File: config.mk
export PLATFORM = sky130hd
export DESIGN_NAME = sipo_deframer
export DESIGN_NICKNAME = d
export VERILOG_FILES = /design/src/rtl/sipo_pkg.sv /design/src/rtl/sipo_sync_matcher.sv /design/src/rtl/sipo_deframer.sv
export SDC_FILE = /design/constraint.sdc
export NUM_CORES = 1
export LEC_CHECK = 0
export CAP_MARGIN = 20
export CORE_MARGIN = 4
export CORE_UTILIZATION = 24
export DETAILED_ROUTE_END_ITERATION = 10
export PLACE_DENSITY_LB_ADDON = 0.05
export SYNTH_ARGS = -nofsm -noshare
export SYNTH_HDL_FRONTEND = slang
export SYNTH_SLANG_ARGS = --single-unit
File: constraint.sdc
create_clock -name clk -period 1.69 [get_ports clk]
set_clock_uncertainty 0.05 [all_clocks]
set_input_delay 0.169 -clock clk [delete_from_list [all_inputs] [get_ports clk]]
set_output_delay 0.169 -clock clk [all_outputs]
set_load 0.03 [all_outputs]
File: src/rtl/sipo_pkg.sv
// Shared types and defaults for the serial-to-parallel deframer.
// The optional parity stage is built in by defining SIPO_DEFRAMER_PARITY_EN.
package sipo_pkg;

    localparam int         WIDTH_DEF    = 8;
    localparam int         SYNC_W_DEF   = 4;
    localparam logic [3:0] SYNC_PAT_DEF = 4'b1011;

    typedef enum logic [1:0] {
        HUNT    = 2'd0,
        COLLECT = 2'd1,
        PARITY  = 2'd2
    } state_e;

    // The counter must be able to hold WIDTH itself without wrapping.
    function automatic int cnt_width(input int w);
        return $clog2(w + 1);
    endfunction

endpackage

File: src/rtl/sipo_sync_matcher.sv
// Sliding sync-pattern window. match is asserted on the sampling edge whose
// updated window equals SYNC_PAT, so overlapping candidates are found.
module sipo_sync_matcher
    import sipo_pkg::*;
#(
    parameter int                SYNC_W   = SYNC_W_DEF,
    parameter logic [SYNC_W-1:0] SYNC_PAT = SYNC_PAT_DEF
) (
    input  logic clk,
    input  logic rst,
    input  logic bit_en,
    input  logic serial_in,
    input  logic clear,
    output logic match
);

    logic [SYNC_W-1:0] win_q;
    logic [SYNC_W-1:0] win_d;

    assign win_d = {win_q[SYNC_W-2:0], serial_in};
    assign match = bit_en & (win_d == SYNC_PAT);

    // Window register: clear wins over shifting so a lock starts from zero.
    always_ff @(posedge clk or posedge rst) begin
        if (rst) begin
            win_q <= {SYNC_W{1'b0}};
        end else if (clear) begin
            win_q <= {SYNC_W{1'b0}};
        end else if (bit_en) begin
            win_q <= win_d;
        end else begin
            win_q <= win_q;
        end
    end

endmodule

File: src/rtl/sipo_deframer.sv
// Sync hunt, MSB-first word collection and one-entry output holding register.
// Define SIPO_DEFRAMER_PARITY_EN to add a trailing even-parity bit per frame.
module sipo_deframer
    import sipo_pkg::*;
#(
    parameter int                WIDTH    = WIDTH_DEF,
    parameter int                SYNC_W   = SYNC_W_DEF,
    parameter logic [SYNC_W-1:0] SYNC_PAT = SYNC_PAT_DEF
) (
    input  logic             clk,
    input  logic             rst,
    input  logic             serial_in,
    input  logic             bit_en,
    output logic [WIDTH-1:0] dout,
    output logic             dout_valid,
    input  logic             dout_ready,
    output logic             busy,
    output logic             overflow,
    input  logic             ovf_clr,
    output logic             par_err
);

    localparam int             CNT_W    = cnt_width(WIDTH);
    localparam logic [CNT_W-1:0] LAST_IDX = CNT_W'(WIDTH - 1);

    state_e             state_q, state_d;
    logic [CNT_W-1:0]   cnt_q, cnt_d;
    logic [WIDTH-1:0]   shreg_q, shreg_d;
    logic [WIDTH-1:0]   dout_q, dout_d;
    logic               valid_q, valid_d;
    logic               ovf_q, ovf_d;
    logic               perr_q, perr_d;
    logic               busy_q, busy_d;

    logic               hunt_en_s;
    logic               match_s;
    logic               commit_s;
    logic               ovf_set_s;
    logic [WIDTH-1:0]   word_s;
    logic               word_perr_s;

    assign hunt_en_s = bit_en & (state_q == HUNT);

    sipo_sync_matcher #(
        .SYNC_W   (SYNC_W),
        .SYNC_PAT (SYNC_PAT)
    ) u_matcher (
        .clk       (clk),
        .rst       (rst),
        .bit_en    (hunt_en_s),
        .serial_in (serial_in),
        .clear     (match_s),
        .match     (match_s)
    );

    // Frame FSM, data shifting and holding-register commit/handshake.
    always_comb begin
        state_d     = state_q;
        cnt_d       = cnt_q;
        shreg_d     = shreg_q;
        dout_d      = dout_q;
        valid_d     = valid_q;
        ovf_d       = ovf_q;
        perr_d      = perr_q;
        commit_s    = 1'b0;
        ovf_set_s   = 1'b0;
        word_s      = shreg_q;
        word_perr_s = 1'b0;

        case (state_q)
            HUNT: begin
                if (match_s) begin
                    state_d = COLLECT;
                    cnt_d   = {CNT_W{1'b0}};
                end else begin
                    state_d = HUNT;
                end
            end
            COLLECT: begin
                if (bit_en) begin
                    shreg_d = {shreg_q[WIDTH-2:0], serial_in};
                    cnt_d   = cnt_q + {{(CNT_W-1){1'b0}}, 1'b1};
                    if (cnt_q == LAST_IDX) begin
`ifdef SIPO_DEFRAMER_PARITY_EN
                        state_d  = PARITY;
`else
                        state_d  = HUNT;
                        commit_s = 1'b1;
                        word_s   = shreg_d;
`endif
                    end else begin
                        state_d = COLLECT;
                    end
                end else begin
                    state_d = COLLECT;
                end
            end
            PARITY: begin
`ifdef SIPO_DEFRAMER_PARITY_EN
                if (bit_en) begin
                    state_d     = HUNT;
                    commit_s    = 1'b1;
                    word_s      = shreg_q;
                    word_perr_s = ^{shreg_q, serial_in};
                end else begin
                    state_d = PARITY;
                end
`else
                state_d = HUNT;
`endif
            end
            default: begin
                state_d = HUNT;
            end
        endcase

        // A drain on the commit edge frees the slot for the new word.
        if (commit_s) begin
            if (!valid_q || dout_ready) begin
                dout_d  = word_s;
                valid_d = 1'b1;
                perr_d  = word_perr_s;
            end else begin
                ovf_set_s = 1'b1;
            end
        end else if (valid_q && dout_ready) begin
            valid_d = 1'b0;
        end else begin
            valid_d = valid_q;
        end

        if (ovf_set_s) begin
            ovf_d = 1'b1;
        end else if (ovf_clr) begin
            ovf_d = 1'b0;
        end else begin
            ovf_d = ovf_q;
        end

        busy_d = (state_d != HUNT);
    end

    // State and output registers.
    always_ff @(posedge clk or posedge rst) begin
        if (rst) begin
            state_q <= HUNT;
            cnt_q   <= {CNT_W{1'b0}};
            shreg_q <= {WIDTH{1'b0}};
            dout_q  <= {WIDTH{1'b0}};
            valid_q <= 1'b0;
            ovf_q   <= 1'b0;
            perr_q  <= 1'b0;
            busy_q  <= 1'b0;
        end else begin
            state_q <= state_d;
            cnt_q   <= cnt_d;
            shreg_q <= shreg_d;
            dout_q  <= dout_d;
            valid_q <= valid_d;
            ovf_q   <= ovf_d;
            perr_q  <= perr_d;
            busy_q  <= busy_d;
        end
    end

    assign dout       = dout_q;
    assign dout_valid = valid_q;
    assign overflow   = ovf_q;
    assign busy       = busy_q;
`ifdef SIPO_DEFRAMER_PARITY_EN
    assign par_err    = perr_q;
`else
    assign par_err    = perr_q & 1'b0;
`endif

endmodule

==> impl_metrics.ini, run 1 <==
[global_routing]
met1_usage_pct = 10.1
met3_usage_pct = 3.01
grtUsageTotal_pct = 7.53
gr-total-overflow = 0
grt_antenna_before_repair = 0
grt_max_degree = 26
grt_pass1_wl_microns = 3050
grt-busiest-layer = met2
met2_usage_pct = 11.0
grt_pass1_vias = 609

[clock_tree]
cts_tree = built
cts_sinks = 25
cts_max_path_buffers = 2
cts_root_buffer = clkbuf_8
cts.htree.levels = 1
path_clk_slew_ns = 0.09
clock_latency_ns = 0.27
ctsHoldBuffers = 0
numCtsBuffers = 3

[synth]
syn_area_sq_mm = 0.00103
yosysMostFrequentCell = dfrtp_1
syn_inst = 76
ys_top_cells_by_area = dfrtp_1 (60%), mux2_2 (17%), nor3b_4 (1.8%)
synth-seq-cells = 25
synth_largest_area_cell = dfrtp_1
syn_nets = 83
synth_ff_type = dfrtp_1
synthTopCellsByCount = dfrtp_1 (25), mux2_2 (16), nand2_1 (4), inv_1 (3)
avgSynthCellArea_sq_um = 13.6
yosysSeqAreaShare_pct = 60.5
yosys_warnings = 0
synth_top_area_share_pct = 60.5
synth_edf_count = 0
async_flop_share_pct = 100
synth_cell_types = 27

[floorplan]
die_w_microns = 73.7
dieArea_sq_mm = 0.00543
coreArea_sq_mm = 0.00409
start_util_pct = 25.3
ios = 18
die_y_microns = 73.7
rows = 23

[layout]
seqCellArea_sq_um = 626
post-route-util_pct = 33.8
multiInputGateArea_sq_um = 389
n_antenna_cell = 0
syn_to_final_growth_pct = 33.5
fillers = 418
final_nets = 112
fin_cells = 154
layout-drive-gt1-share_pct = 32.7

[drt]
vias_per_cell = 4.29
ant_nets = 0
drc_errors = 0
wl_microns = 1920
drt-initial-drc-count = 33
dr.pass1.iters = 4
vias = 661
wl_per_cell_microns = 12.5

[timing]
finalCritPeriodShare_pct = 96.3
fmax_ghz = 0.615
final_hold_viol_count = 0
setup_tns_ns = 0
max_slew_margin_pct = 66.0
finalMaxSlewViolations = 0
setup_viol = 0
worst_pin_slew_ns = 0.505
min_period_ns = 1.63

[setup_path]
r2r_slack_ns = 0.06
required_ns = 1.79
worst-path-max-fanout = 8
worst_path_largest_cell_delay_ns = 0.38
criticalPathCategory = flop to flop
crit_arrival_ns = 1.73
path_cells = ha_2 > nand3b_1 > nor3b_4 > buf_12 > mux2_2
critPathSlowestCell = dfrtp_1
worstSetupEndpointType = flop
worstSetupStartpointType = flop

[power_and_ir_drop]
power.internal_w = 0.00144
p_clk_share_pct = 16.2
ir_worst_vdd_uv = 491
pwr-share-comb_pct = 37.6
seqPwrFrac_pct = 46.2
p_leak_nw = 0.634
power_density_mw_per_mm2 = 1590
sw_frac_of_total_pct = 34.1
p_switching_w = 0.000748

[place]
port_buffers = 16
dp_cells = 148
place_congestion = 0.651
dpl.hpwl_microns = 1320

[min_path]
hold_class = primary input to async pin

[status]
status = completed

[run]
drv_cap = 0
-- stage by stage --
step / hold WS (ns) / area (sq um) / total power (W) / setup slack, ns
6_report: 0.203 / 1380 / 0.00219 / 0.0632
5_1_grt: 0.224 / 1380 / 0.00233 / -0.00111
4_1_cts: 0.211 / 1360 / 0.00220 / 0.0453
3_5_place_dp: 0.443 / 1320 / 0.00184 / -0.0312
3_3_place_gp: 0.434 / 1320 / 0.00183 / -0.0181
2_1_floorplan: 0.146 / 1030 / 0.00153 / 0.0504
-- cell families (layout without fill, tap and decap cells) --
group | after synthesis | in the layout | synth area share [%]
AO/OA/AOI/OAI | 10 | 10 | 6.65
adder cells (fa/ha/maj) | 1 | 1 | 1.21
buffers and inverters | 5 | 33 | 2.18
flip-flops | 25 | 25 | 60.5
multiplexers | 17 | 17 | 18.4
other | 1 | 1 | 0.362
AND/OR/NAND/NOR | 17 | 17 | 10.8
-- power groups by stage --
stage	Clock (W)	Sequential (W)	Combinational, W
after floorplan	0	0.00113	0.000399
after global placement	0	0.00102	0.000813
after detailed placement	0	0.00102	0.000817
after CTS	0.000378	0.00101	0.000811
after global routing	0.000394	0.00105	0.000889
final	0.000355	0.00101	0.000823
-- cell type report --
class	instances	area share, %
Sequential cell	25	45.3
Multi-Input combinational cell	46	28.2
Timing Repair Buffer	26	17.8
Clock inverter	1	0.362
Clock buffer	3	2.99
Tap cell	50	4.53
Inverter	3	0.815
-- worst max-delay path: cells and delay by family (launching register included) --
kind,cells,cell delay (ns)
flip-flops,1,0.38
buffers and inverters,1,0.15
multiplexers,1,0.33
adder cells (fa/ha/maj),1,0.19
AND/OR/NAND/NOR,2,0.42
-- timing repair --
item,in CTS,in global routing
cloned,0,0
endpoints found under the setup margin,1,8
resized for setup,1,1
setup buffers,0,2
pin swaps,0,2
-- cell usage in the layout (no fill, tap or decap), types with 2 or more instances in the layout --
cell | Yosys | routed
a21oi_1 | 2 | 2
a22o_1 | 2 | 2
buf_4 | 1 | 9
clkbuf_8 | 0 | 3
clkdlybuf4s50_1 | 0 | 15
dfrtp_1 | 25 | 25
inv_1 | 3 | 3
mux2_2 | 16 | 16
nand2_1 | 4 | 4
nand2b_1 | 2 | 2
nor2_1 | 2 | 2
o21ai_0 | 2 | 2
-- final timing paths --
check	startpoint	end	cells past startpoint
min	rst	dout[7]	3
max in group asynchronous	rst	u_matcher.win_q[2]	3
max reg2reg	cnt_q[1]	dout[3]	5
max	cnt_q[1]	dout[3]	5
min in group clk	ovf_clr	overflow	2
min reg2reg	shreg_q[6]	dout[7]	1
-- state kept, by name, summed over array words and instances, names as in the netlist --
name and cells:
dout 8, overflow 1, dout_valid 1, u_matcher.win_q 3, busy 1, shreg_q 7, cnt_q 4
-- routing by layer --
layer  vias up  wire length [microns]
met2        17                    802
met3         2                    123
met5         -                      0
met1       320                    971
li1        322                      -
met4         0                     22
Power figures use the tool's default switching activity.
==> inputs of run 2 (changes only) <==
- ABC_CLOCK_PERIOD_IN_PS: unset -> 1690
- CTS_CLUSTER_DIAMETER: unset -> 30
- REMOVE_ABC_BUFFERS: unset -> 1
==> run 2 against run 1 <==
Effect of this change:
- global-route usage up 0.83 points
- count of clock-buffer cells in the layout unchanged
- final area up 1.0%
- sequential power about the same
- total power up 0.99%
- clock power about the same
- sequential cell count unchanged
- worst setup slack better by 0.022 ns
- routed wire length up 3.8%
- sequential share of layout area down 0.45 points
- largest cell class unchanged
- highest routed layer unchanged
==> impl_metrics.ini, run 2 (synthesis results as in run 1) <==
[status]
status = completed

[timing]
setup_viol = 0
fin_hold_ws_ns = 0.199
finalCritPeriodShare_pct = 95.0
setup_tns_ns = 0
rsz0062_at_grt = yes
min_period_ns = 1.61
finalMaxSlewViolations = 0
final_hold_viol_count = 0
setup_ws_ns = 0.0847
fmax_ghz = 0.623

[global_routing]
gr-total-overflow = 0
grtUsageTotal_pct = 8.36
grt_antenna_before_repair = 0
grt_pass1_wl_microns = 3390
grt_pass1_vias = 684
grt_max_degree = 26

[run]
drv_cap = 0

[place]
port_buffers = 16
dp_cells = 150
post-place-ws_ns = 0.0275
dpl.hpwl_microns = 1420
place_congestion = 0.640

[power_and_ir_drop]
power.internal_w = 0.00145
pwr-share-comb_pct = 37.8
p_switching_w = 0.000757
sw_frac_of_total_pct = 34.2
power_density_mw_per_mm2 = 1590
power_w = 0.00221
p_leak_nw = 0.637
ir_worst_vdd_uv = 654
seqPwrFrac_pct = 46.2
p_clk_share_pct = 16.1

[layout]
fillers = 412
syn_to_final_growth_pct = 34.8
fin_cells = 154
layout_common_cells = dfrtp_1 (25), mux2_2 (15), clkdlybuf4s50_1 (15)
largest_register_ffs = 8
layout-drive-gt1-share_pct = 32.7
n_antenna_cell = 0
final_common_cell = dfrtp_1
final_nets = 112

[drt]
ant_nets = 0
wl_microns = 1990
drt-initial-drc-count = 28
vias_per_cell = 4.38
wl_per_cell_microns = 12.9
drc_errors = 0
vias = 674
dr.pass1.iters = 6

[clock_tree]
cts_root_buffer = clkbuf_8
path_clk_slew_ns = 0.09
ctsHoldBuffers = 0
cts.htree.levels = 1
cts_max_path_buffers = 2
clock_latency_ns = 0.27
cts_tree = built
cts_sinks = 25
numCtsBuffers = 3

[setup_path]
reg2reg_from = cnt_q[1]
r2r_slack_ns = 0.08
worst-path-max-fanout = 8
endpoint = dout[4]
worstSetupStartpointType = flop
crit_arrival_ns = 1.72
worstSetupEndpointType = flop
crit_start = cnt_q[1]
criticalPathCategory = flop to flop
reg2reg_depth = 5
required_ns = 1.80
r2r_end = dout[4]

[min_path]
hold_class = primary input to async pin

[floorplan]
ios = 18
die_w_microns = 73.7
dieArea_sq_mm = 0.00543
die_y_microns = 73.7
coreArea_sq_mm = 0.00409
rows = 23
start_util_pct = 25.3
## run 2: routing by layer
| layer | GRT usage [%] | wire (microns) | up-vias |
|---|---|---|---|
| li1 | - | - | 320 |
| met1 | 11.2 | 964 | 335 |
| met2 | 12.2 | 869 | 17 |
| met3 | 3.97 | 140 | 2 |
| met4 | 1.81 | 19 | 0 |
| met5 | 0 | 0 | - |
## run 2: worst max-delay path, cell delays in order (launching register included)
cell	delay (ns)
dfrtp_1	0.41
ha_4	0.16
nand3b_1	0.14
nor3b_4	0.25
buf_12	0.16
mux2_2	0.33
## run 2: metrics by stage
| stage | utilization, % | area [sq um] |
|---|---|---|
| after floorplan | - | 1020 |
| after global placement | 32.6 | 1330 |
| after detailed placement | 32.6 | 1330 |
| after CTS | 33.7 | 1380 |
| after global routing | 34.1 | 1400 |
| final | 34.1 | 1400 |
## run 2: cell type report
cell class	count	area (sq um)	share of cell area, %
repair buffers	26	246	17.7
clock buffers	3	41.3	2.96
multi-input cells	46	403	28.9
clock inverters	1	5.00	0.359
inverters	3	11.3	0.807
flip-flops and latches	25	626	44.8
well taps	50	62.6	4.48
## run 2: what timing repair did
item	in CTS	in global routing
endpoints found under the setup margin	1	8
pin swaps	0	1
setup buffers	0	0
gates resized for setup	1	3
## run 2: worst min-delay path by stage
stage | startpoint | endpoint | cells after the start | slack, ns
finish | rst | dout[5] | 3 | 0.20
global route | rst | dout[5] | 3 | 0.26
CTS | rst | dout[5] | 3 | 0.22
detailed placement | dout[5] | dout[5] | 1 | 0.44
global placement | shreg_q[6] | shreg_q[6] | 1 | 0.44
floorplan | rst | busy | 1 | 0.15
## run 2: power groups by stage
stage	logic [W]	clock network (W)	registers [W]
after floorplan	0.000393	0	0.00113
after global placement	0.000833	0	0.00102
after CTS	0.000833	0.000379	0.00101
after detailed placement	0.000839	0	0.00102
final	0.000835	0.000356	0.00102
after global routing	0.000913	0.000399	0.00106
